**config.mk**
```make
export PLATFORM = sky130hd
export DESIGN_NAME = instr_fetch_unit
export DESIGN_NICKNAME = d
export VERILOG_FILES = /design/src/rtl/fetch_pkg.sv /design/src/rtl/pc_next_sel.sv /design/src/rtl/instr_fetch_unit.sv
export SDC_FILE = /design/constraint.sdc
export NUM_CORES = 1
export LEC_CHECK = 0
export ABC_AREA = 1
export CELL_PAD_IN_SITES_DETAIL_PLACEMENT = 1
export CELL_PAD_IN_SITES_GLOBAL_PLACEMENT = 1
export CORE_UTILIZATION = 30
export CTS_CLUSTER_SIZE = 10
export DETAILED_ROUTE_END_ITERATION = 10
export GPL_ROUTABILITY_DRIVEN = 1
export PLACE_DENSITY_LB_ADDON = 0.1
export SLEW_MARGIN = 0
export SYNTH_ARGS = -nofsm -noshare
export SYNTH_HDL_FRONTEND = slang
export SYNTH_SLANG_ARGS = --single-unit
```
**constraint.sdc**
```tcl
create_clock -name clk -period 2.3 [get_ports clk]
set_input_delay 0.345 -clock clk [delete_from_list [all_inputs] [get_ports clk]]
set_output_delay 0.345 -clock clk [all_outputs]
set_load 0.01 [all_outputs]
```
**src/rtl/fetch_pkg.sv**
```systemverilog
// Shared types and constants for the fetch stage: FSM encoding, instruction
// field positions used for jump/branch targets, and default widths.
package fetch_pkg;

  localparam int DEF_PC_W    = 12;
  localparam int DEF_INSTR_W = 16;

  localparam int JUMP_LSB   = 0;
  localparam int JUMP_MSB   = 11;
  localparam int BR_OFF_LSB = 0;
  localparam int BR_OFF_MSB = 7;

  typedef enum logic [1:0] {
    IDLE  = 2'd0,
    FETCH = 2'd1,
    VALID = 2'd2
  } fetch_state_e;

endpackage

```
**src/rtl/pc_next_sel.sv**
```systemverilog
// Combinational next-PC selection: jump target beats taken branch beats pc+1.
// All arithmetic wraps modulo 2^PC_W.
module pc_next_sel
  import fetch_pkg::*;
#(
  parameter int PC_W    = DEF_PC_W,
  parameter int INSTR_W = DEF_INSTR_W
) (
  input  logic [PC_W-1:0]    pc_i,
  input  logic [INSTR_W-1:0] ir_i,
  input  logic               pc_src_i,
  input  logic               br_pc_src_i,
  output logic [PC_W-1:0]    pc_next_o
);

  localparam int JW = JUMP_MSB - JUMP_LSB + 1;
  localparam int BW = BR_OFF_MSB - BR_OFF_LSB + 1;

  logic [JW-1:0]        jfield;
  logic signed [BW-1:0] boff;
  logic [PC_W-1:0]      pc_inc;
  logic [PC_W-1:0]      jmp_tgt;
  logic [PC_W-1:0]      br_tgt;
  logic                 unused_hi;

  assign jfield = ir_i[JUMP_MSB:JUMP_LSB];
  assign boff   = ir_i[BR_OFF_MSB:BR_OFF_LSB];

  // Jump field is unsigned (zero-extend); branch offset is signed (sign-extend).
  assign pc_inc  = pc_i + PC_W'(1);
  assign jmp_tgt = PC_W'(jfield);
  assign br_tgt  = pc_inc + PC_W'(boff);

  assign unused_hi = ^ir_i[INSTR_W-1:JUMP_MSB+1];

  always_comb begin
    pc_next_o = pc_inc;
    if (pc_src_i)         pc_next_o = jmp_tgt;
    else if (br_pc_src_i) pc_next_o = br_tgt;
  end

endmodule

```
**src/rtl/instr_fetch_unit.sv**
```systemverilog
// Fetch stage: owns the PC and the instruction register, fetches over a
// req/ack handshake and holds the instruction until the core commits it.
module instr_fetch_unit
  import fetch_pkg::*;
#(
  parameter int              PC_W     = DEF_PC_W,
  parameter int              INSTR_W  = DEF_INSTR_W,
  parameter logic [PC_W-1:0] RESET_PC = '0
) (
  input  logic               clk,
  input  logic               rst,
  output logic               imem_req,
  output logic [PC_W-1:0]    imem_addr,
  input  logic [INSTR_W-1:0] imem_rdata,
  input  logic               imem_ack,
  output logic [INSTR_W-1:0] instruction,
  output logic               instr_valid,
  input  logic               commit,
  input  logic               pcSrc,
  input  logic               branchPcSrc,
  output logic [PC_W-1:0]    pc
);

  fetch_state_e       state_q;
  logic [PC_W-1:0]    pc_q;
  logic [PC_W-1:0]    pc_d;
  logic [INSTR_W-1:0] ir_q;

  pc_next_sel #(
    .PC_W    (PC_W),
    .INSTR_W (INSTR_W)
  ) u_pc_next_sel (
    .pc_i        (pc_q),
    .ir_i        (ir_q),
    .pc_src_i    (pcSrc),
    .br_pc_src_i (branchPcSrc),
    .pc_next_o   (pc_d)
  );

  // Stray commit/ack are filtered simply by only looking at them in their state.
  always_ff @(posedge clk or negedge rst) begin
    if (!rst) begin
      state_q <= IDLE;
      pc_q    <= RESET_PC;
      ir_q    <= '0;
    end else begin
      case (state_q)
        IDLE:  state_q <= FETCH;
        FETCH: if (imem_ack) begin
                 ir_q    <= imem_rdata;
                 state_q <= VALID;
               end
        VALID: if (commit) begin
                 pc_q    <= pc_d;
                 state_q <= FETCH;
               end
        default: state_q <= IDLE;
      endcase
    end
  end

  // Handshake outputs decode registered state only.
  assign imem_req    = (state_q == FETCH);
  assign imem_addr   = pc_q;
  assign instr_valid = (state_q == VALID);
  assign instruction = ir_q;
  assign pc          = pc_q;

endmodule

```
Yosys cells after proc, flatten, opt, wreduce, memory -nomap -nowiden
Index checks and enable logic that the tools add are counted.
W data, S select, Z words.
Storage, ports and cells
  register bits after elaboration: 30
  word-level logic and storage cells: 18
  output and inout port bits: 42
  input bits: 22
Operators by class
  mux-type cells: 5
  add/sub/neg operators: 2
  eq/ne operators: 4
  reductions and logical operators: 4
Operators by type and width (number)
  $mux W12: 2
  $add A12 B1 Y12 const B: 1
  $add A12 B12 Y12: 1
  $pmux W2 S3: 1
  $reduce_and A2 Y1: 3
  $mux W2: 2
  $ne A2 B1 Y1 const B: 2
  $eq A2 B1 Y1 const B: 1
  $eq A2 B2 Y1 const B: 1
  $logic_not A2 Y1: 1

Depth between registers and ports, before layout
Gate-level depths: netlist of the first run.
  depth in word-level cells: 4
  mapped depth: 19
  depth with buffers taken out: 19

Modules after synthesis
Synthesis of the first run repeated with hierarchy kept, for this count alone.
Second synthesis, totals
  cells, all modules: 350
  area total of the unflattened synthesis: 2496.1 um2
Modules (own cells, without submodules)
  instr_fetch_unit: area an instance 1391.3 um2, times used 1, cells an instance 149, seq. area each 750.7 um2
  pc_next_sel: area an instance 1104.8 um2, times used 1, cells an instance 201, seq. area each 0.0 um2

Least setup slack after synthesis of the first run
OpenSTA, ideal clock, no wires.
  path type: reg2reg
  from: reg pc_q[0], in the netlist imem_addr[0]
  to: reg pc_q[11], in the netlist imem_addr[11]
  path buffers: 0
  setup slack: -0.064 ns
  arrival: 2.248 ns
  required time: 2.184 ns
  library setup time: 0.116 ns
  stages on the path, launching flop included: 18
  clock period less this slack: 2.364 ns
  cell sequence: dfrtp_1 -> ha_1 -> nand3_1 -> nor2_1 -> nand2_1 -> xor2_1 -> inv_1 -> ha_1 -> a21oi_1 -> nand2_1 -> nand2_1 -> nand3_1 -> nand2_1 -> nand3_1 -> nand2_1 -> nand3_1 -> nand2_1 -> nand2_1
Between the ends
  longest elaborated chain between the ends: 4
RTL lines
  start: declaration: RTL line instr_fetch_unit.sv:25  | logic [PC_W-1:0] pc_q;
  start signal: assignment: RTL line instr_fetch_unit.sv:54  | pc_q <= pc_d;
  $add A12 B1 Y12 (*): RTL line pc_next_sel.sv:30  | assign pc_inc = pc_i + PC_W'(1);
  $add A12 B12 Y12: RTL line pc_next_sel.sv:32  | assign br_tgt = pc_inc + PC_W'(boff);
  $mux W12 (*): RTL line pc_next_sel.sv:39  | else if (br_pc_src_i) pc_next_o = br_tgt;
  $mux W12 (*): RTL line pc_next_sel.sv:38  | if (pc_src_i) pc_next_o = jmp_tgt;
Every way passes the cells marked *; elsewhere a longest branch is shown, timed or not.
A chain may end at the register's enable or synchronous reset.

Worst setup path in the final report of the first run
  from: reg pc_q[1], in the netlist imem_addr[1]
  to: reg pc_q[11], in the netlist imem_addr[11]
Same word-level chain as after synthesis.

==> results of run 1 <==
## cells by family after synthesis
| kind of cell | synth area share |
|---|---|
| AOI/OAI and AO/OA | 0.0986 |
| xor gates and xnor gates | 0.0424 |
| adders and majority gates | 0.0914 |
| buffers and inverters | 0.119 |
| DFF | 0.330 |
| muxes | 0.0743 |
| and+or+nand+nor | 0.243 |
## where the power goes
group          switching (mW)  internal (mW)  leakage, nW
combinational            2.24           2.33         1.26
sequential              0.308          0.796        0.352
clock                   0.216          0.353       0.0585
total                    2.76           3.48         1.67
## per-layer routing
metal	vias to the layer above	routed length (um)	part of all wire
li1	1134	-	-
met1	1144	3300	0.44
met2	33	3950	0.52
met3	8	201	0.027
met4	0	110	0.015
met5	-	0	0
## how the worst min path moves through the flow
stage | from | endpoint | slack, ps
6_report | rst | instruction[3] | 450
5_1_grt | rst | instruction[3] | 500
4_1_cts | rst | instruction[4] | 470
3_5_place_dp | instruction[15] | instruction[15] | 480
3_3_place_gp | instruction[12] | instruction[12] | 470
2_1_floorplan | rst | imem_addr[0] | 50
## sequential cells by signal (all words and copies together), names as in the netlist
register / flops
state_q: 2
instruction: 16
imem_addr: 12
## through the flow
stage | setup WS (ps) | area (sq um) | setup TNS [ps] | hold slack (ps) | util
after detailed placement | -294 | 3150 | -823 | 484 | 0.433
after CTS | -19.9 | 3460 | -19.9 | 468 | 0.474
after global routing | -201 | 3660 | -681 | 501 | 0.502
after floorplan | 7.49 | 2290 | 0 | 49.4 | -
after global placement | -274 | 3150 | -731 | 474 | 0.433
final | -8.74 | 3660 | -8.74 | 446 | 0.502
## area by class of cell
class | count | area share
clock buffer | 7 | 0.0236
clock inverter | 1 | 0.00821
inverter | 39 | 0.0400
multi-input combinational | 209 | 0.428
sequential | 30 | 0.207
tap | 99 | 0.0339
timing repair buffer | 105 | 0.260
## critical path: cells and delay by family (launching register included)
family	cells	cell delay, ps
simple gates	9	820
fa+ha+maj	2	530
flops	1	430
buf+inv	3	260
compound gates	1	160
## placed cells by master (no fill, tap or decap), types with 7 or more instances in the layout
cell             netlist  layout
o21ai_1               12       9
inv_1                 28      25
ha_1                  15       8
nor2_1                18      15
dfrtp_1               30      26
a21oi_1               12       7
ha_4                   0       7
mux2_1                15      15
nand2_2                4      19
buf_4                 12      41
clkdlybuf4s50_1        0      63
nand2_1               73      57
nand3_1               21      14
inv_2                 10      13
## timing repair
item | in CTS | in global routing
cloned | 0 | 0
buffers inserted | 5 | 7
setup endpoints to repair | 5 | 8
pin swaps | 23 | 21
resized for setup | 37 | 26
==> flow_summary_export.csv, run 1 <==
group,metric,value,unit
grt,grt.total_usage,0.203,
layout,seqCellArea,756,sq um
job,cap_violations,0,
timing,period_needed,2310,ps
die,std_cell_rows,31,
yosys,syn_nets,333,
critical_path,crit_end,"imem_addr[11]",
power_and_ir_drop,max-vdd-ir-drop,0.702,mV
yosys,synth_edf_count,0,
timing,setup_ws,-8.74,ps
timing,drv_slew,0,
routing,wire_per_inst,15.4,um
routing,routed-via-count,2319,
routing,drt-initial-drc-count,55,
yosys,netlist_instances,295,
timing,finalHoldViolCount,0,
grt,grt_overflow,0,
timing,finalCritPeriodShare,1.00,
cts,cts.reportedPaths.clkPinSlew,70,ps
cts,clock_sinks,30,
yosys,seq_area_frac_synth,0.330,
routing,drc_errors,0,
yosys,synth_flop_cell,"dfrtp_1",
layout,final_cell_count_no_fill,490,
power_and_ir_drop,total_power,6.24,mW
die,initial_core_util,0.312,
critical_path,crit_fanout,4,
timing,max_freq,433,MHz
layout,layout-drive-gt1-share,0.320,
critical_path,worstPathRequired,2480,ps
critical_path,cp_common_cell,"nand2_1",
critical_path,criticalPathCategory,"register to register",
layout,multi_input_area,0.00157,sq mm
grt,grt_busiest_layer,"met2",
critical_path,cp_cell_sequence,"ha_4 -> buf_4 -> nand3_1 -> nand2_1 -> nand2_1 -> inv_1 -> ha_1 -> nand2_2 -> inv_1 -> a21oi_2 -> nand4_1 -> nand4_1 -> nand3_1 -> nand2_1 -> nand2_1",
timing,relSlewSlack,0.677,
die,io_pins,64,
power_and_ir_drop,leakagePower,1.67,nW
yosys,synth.area.top_cells,"dfrtp_1 33%, nand2_1 12%, ha_1 8.3%, mux2_1 7.4%, inv_1 4.6%",
placed_design,dp.cells,471,
critical_path,cp_slowest_cell,"dfrtp_1",
die,die_area,0.00793,sq mm
routing,routed_wirelength,7570,um
routing,ant_nets,0,
layout,area_growth,61.0,%
critical_path,cp.arrival,2490,ps
die,dieHeight,89.0,um
timing,tightest_slew,483,ps
yosys,synth_top_cell_by_area,"dfrtp_1",
grt,grt_max_degree,31,
timing,setup_viol_count_final,1,
cts,cts_tree,"built",
die,die_width,89.0,um
placed_design,routabilityCongestion,0.822,
critical_path,worstReg2RegEnd,"imem_addr[11]",
power_and_ir_drop,power.density,1710,mW/mm^2
critical_path,r2r-start,"imem_addr[1]",
critical_path,end_kind,"register",
run_status,status,"finished, violations left",
critical_path,crit_start,"imem_addr[1]",
grt,use_met3,0.0323,
yosys,postSynthAreaPerCell,7.70,sq um
die,coreArea,0.00729,sq mm
cts,clk_latency,290,ps
timing,fin_skew,8.89,ps
run_status,violations,"setup timing",
critical_path,r2r_cells,15,
routing,vias_per_cell,4.73,
yosys,netlist_area,0.00227,sq mm
critical_path,crit_path_max_incr_delay,430,ps
critical_path,cp-start-kind,"register",
timing,rsz0062_at_grt,"true",
cts,numCtsBuffers,5,
routing,first_pass_iters,4,
grt,gr-usage-met1,0.241,
critical_path,regToRegSetupSlack,-9,ps
grt,grt_pass1_wl,11900,um
yosys,synth_cell_types,33,
yosys,async_flop_share,1.00,
yosys,synth_seq_cells,30,
yosys,synth_common_cells,"73 x nand2_1, 30 x dfrtp_1, 28 x inv_1",
layout,nets,428,
grt,antenna_found_initial,0,
grt,grt_pass1_vias,2351,
cts,cts_max_level,2,
worst_hold_path,hold_path_class,"input pin to async pin",
grt,grt_use_met2,0.377,
cts,cts_hold_buf,0,
yosys,yosys_warnings,0,
placed_design,port_buffers,63,
placed_design,hpwl,5450,um
yosys,yosysMostFrequentCell,"nand2_1",
layout,fill_cells,888,
layout,n_antenna_cell,0,
yosys,synth_top_area_frac,0.330,
cts,clockBufferDepth,2,
cts,cts-root-buf,"clkbuf_8",
Power figures use the tool's default switching activity.
==> run 2, diff against run 1 <==
- CORE_MARGIN: default -> 1
==> results of run 2 <==
No change in the layout: final DEF, timing and power equal those of run 1.
==> run 3, diff against run 2 <==
==> constraint.sdc (replaced) <==
create_clock -name clk -period 2.3 [get_ports clk]
set_input_delay 0.46 -clock clk [delete_from_list [all_inputs] [get_ports clk]]
set_output_delay 0.46 -clock clk [all_outputs]
set_load 0.01 [all_outputs]
==> run 3 against run 2 <==
  * The run now ends clean
  * Register-to-register slack better by 30 ps
  * First-iteration DRC count is 95% higher
  * Sequential power grew 4%
  * Highest routed layer unchanged
==> flow_summary_export.csv, run 3 (synthesis results as in run 1) <==
group,metric,value,unit
grt,grt_pass1_vias,2548,
timing,relSlewSlack,0.533,
routing,drt-initial-drc-count,107,
critical_path,end_kind,"register",
power_and_ir_drop,leakagePower,1.76,nW
critical_path,cp_top_family,"simple AND/OR/NAND/NOR gates",
placed_design,dp_slack,-255,ps
cts,clk_latency,290,ps
power_and_ir_drop,power.density,1720,mW/mm^2
critical_path,cp_common_cell,"nand2_1",
critical_path,critPathBufInv,3,
timing,finalCritPeriodShare,0.991,
cts,clock_sinks,30,
die,dieHeight,89.0,um
power_and_ir_drop,switchingPower,3.01,mW
timing,setup_viol_count_final,0,
grt,grt_overflow,0,
layout,n_antenna_cell,0,
power_and_ir_drop,max-vdd-ir-drop,0.943,mV
cts,cts_hold_buf,0,
critical_path,worst-path-stages,18,
critical_path,crit_fanout,4,
routing,first_pass_iters,4,
power_and_ir_drop,total_power,6.67,mW
layout,final_cell_mix,"63 x clkdlybuf4s50_1, 59 x buf_4, 57 x nand2_1",
power_and_ir_drop,swShare,0.450,
power_and_ir_drop,seqPwrFrac,0.171,
layout,area_growth,70.5,%
layout,nets,445,
critical_path,criticalPathCategory,"register to register",
timing,max_freq,439,MHz
die,die_width,89.0,um
layout,final_common_cell,"clkdlybuf4s50_1",
placed_design,port_buffers,63,
routing,wire_per_inst,16.0,um
timing,period_needed,2280,ps
grt,grt.total_usage,0.203,
timing,fin_skew,5.56,ps
cts,cts-root-buf,"clkbuf_8",
placed_design,routabilityCongestion,0.783,
routing,ant_nets,0,
layout,layout-drive-gt1-share,0.377,
timing,tightest_slew,701,ps
critical_path,cp.arrival,2470,ps
timing,drv_slew,0,
cts,cts_max_level,2,
critical_path,cp-start-kind,"register",
critical_path,cp_slowest_cell,"dfrtp_1",
worst_hold_path,whs_path_depth,1,
die,die_area,0.00793,sq mm
routing,routed_wirelength,8130,um
cts,numCtsBuffers,5,
routing,vias_per_cell,4.80,
worst_hold_path,hold_path_class,"register to register",
cts,cts_tree,"built",
grt,grt_max_degree,31,
job,cap_violations,0,
routing,routed-via-count,2433,
run_status,status,"finished clean",
die,initial_core_util,0.312,
power_and_ir_drop,p_int,3.67,mW
timing,rsz0062_at_grt,"true",
timing,finalHoldViolCount,0,
power_and_ir_drop,p_comb_frac,0.760,
layout,largest_register_ffs,16,
placed_design,hpwl,5390,um
cts,cts.reportedPaths.clkPinSlew,70,ps
timing,setup_ws,19.7,ps
critical_path,cp_cell_sequence,"buf_4 -> nand2_1 -> nor3_2 -> nand3_1 -> nand2_1 -> nand2_1 -> inv_2 -> ha_4 -> nand2_2 -> inv_1 -> a21oi_4 -> nand3_2 -> nand2_1 -> nand3_1 -> nand2_1 -> nand3_1 -> nand2_1 -> nand2_1",
critical_path,worstPathRequired,2490,ps
routing,drc_errors,0,
power_and_ir_drop,p_clk_frac,0.069,
critical_path,r2r_cells,18,
die,std_cell_rows,31,
die,io_pins,64,
critical_path,crit_path_max_incr_delay,410,ps
die,coreArea,0.00729,sq mm
grt,grt_pass1_wl,12100,um
cts,clockBufferDepth,2,
grt,antenna_found_initial,0,
[run 3: area by class of cell]
cell class	instances	area (sq um)
Clock buffer	6	82.6
Clock inverter	2	12.5
Fill cell	888	3420
Inverter	39	149
Multi-Input combinational cell	209	1680
Sequential cell	30	757
Tap cell	99	124
Timing Repair Buffer	122	1070
[run 3: routing by layer]
layer / up-vias / share of wire / global-route usage
met5: - / 0 / 0
met4: 0 / 0.016 / 0.0649
met3: 12 / 0.027 / 0.0314
met2: 48 / 0.54 / 0.368
met1: 1209 / 0.42 / 0.247
li1: 1164 / - / -
[run 3: path summary, 6_finish.rpt]
check	startpoint	endpoint	slack (ps)
max in group asynchronous	rst	imem_addr[2]	1420
min in group asynchronous	rst	instruction[0]	570
setup reg to reg	imem_addr[4]	imem_addr[11]	20
hold reg to reg	instruction[12]	instruction[12]	490
hold / removal	instruction[12]	instruction[12]	490
setup / recovery	imem_addr[4]	imem_addr[11]	20
[run 3: through the flow]
step | hold slack (ps) | cell area (sq um) | utilization | TNS [ps] | instances
6_report | 492 | 3870 | 0.531 | 0 | 507
4_1_cts | 502 | 3470 | 0.476 | -7.38 | 491
5_1_grt | 517 | 3870 | 0.531 | -645 | 507
2_1_floorplan | 164 | 2290 | - | 0 | 295
3_5_place_dp | 484 | 3150 | 0.432 | -699 | 470
3_3_place_gp | 475 | 3150 | 0.432 | -433 | 470
[run 3: power groups by stage]
stage	logic, mW	registers [mW]	clock network (mW)
4_1_cts	4.17	1.10	0.478
2_1_floorplan	2.03	1.18	0
5_1_grt	5.50	1.18	0.492
3_5_place_dp	3.68	1.08	0
3_3_place_gp	3.59	1.08	0
6_report	5.07	1.14	0.460
[run 3: worst reg2reg max path: stages (launching register included)]
cell     delay (ps)
dfrtp_1         410
buf_4           130
nand2_1          50
nor3_2          180
nand3_1         110
nand2_1          80
nand2_1          90
inv_2            90
ha_4            210
nand2_2          90
inv_1            80
a21oi_4         180
nand3_2          70
nand2_1          80
nand3_1          90
nand2_1          60
nand3_1          60
nand2_1          80
nand2_1          40
[run 3: repair_timing]
action,CTS,global route
pin swaps,12,27
setup endpoints to repair,6,9
setup buffers,13,16
gates resized for setup,29,51
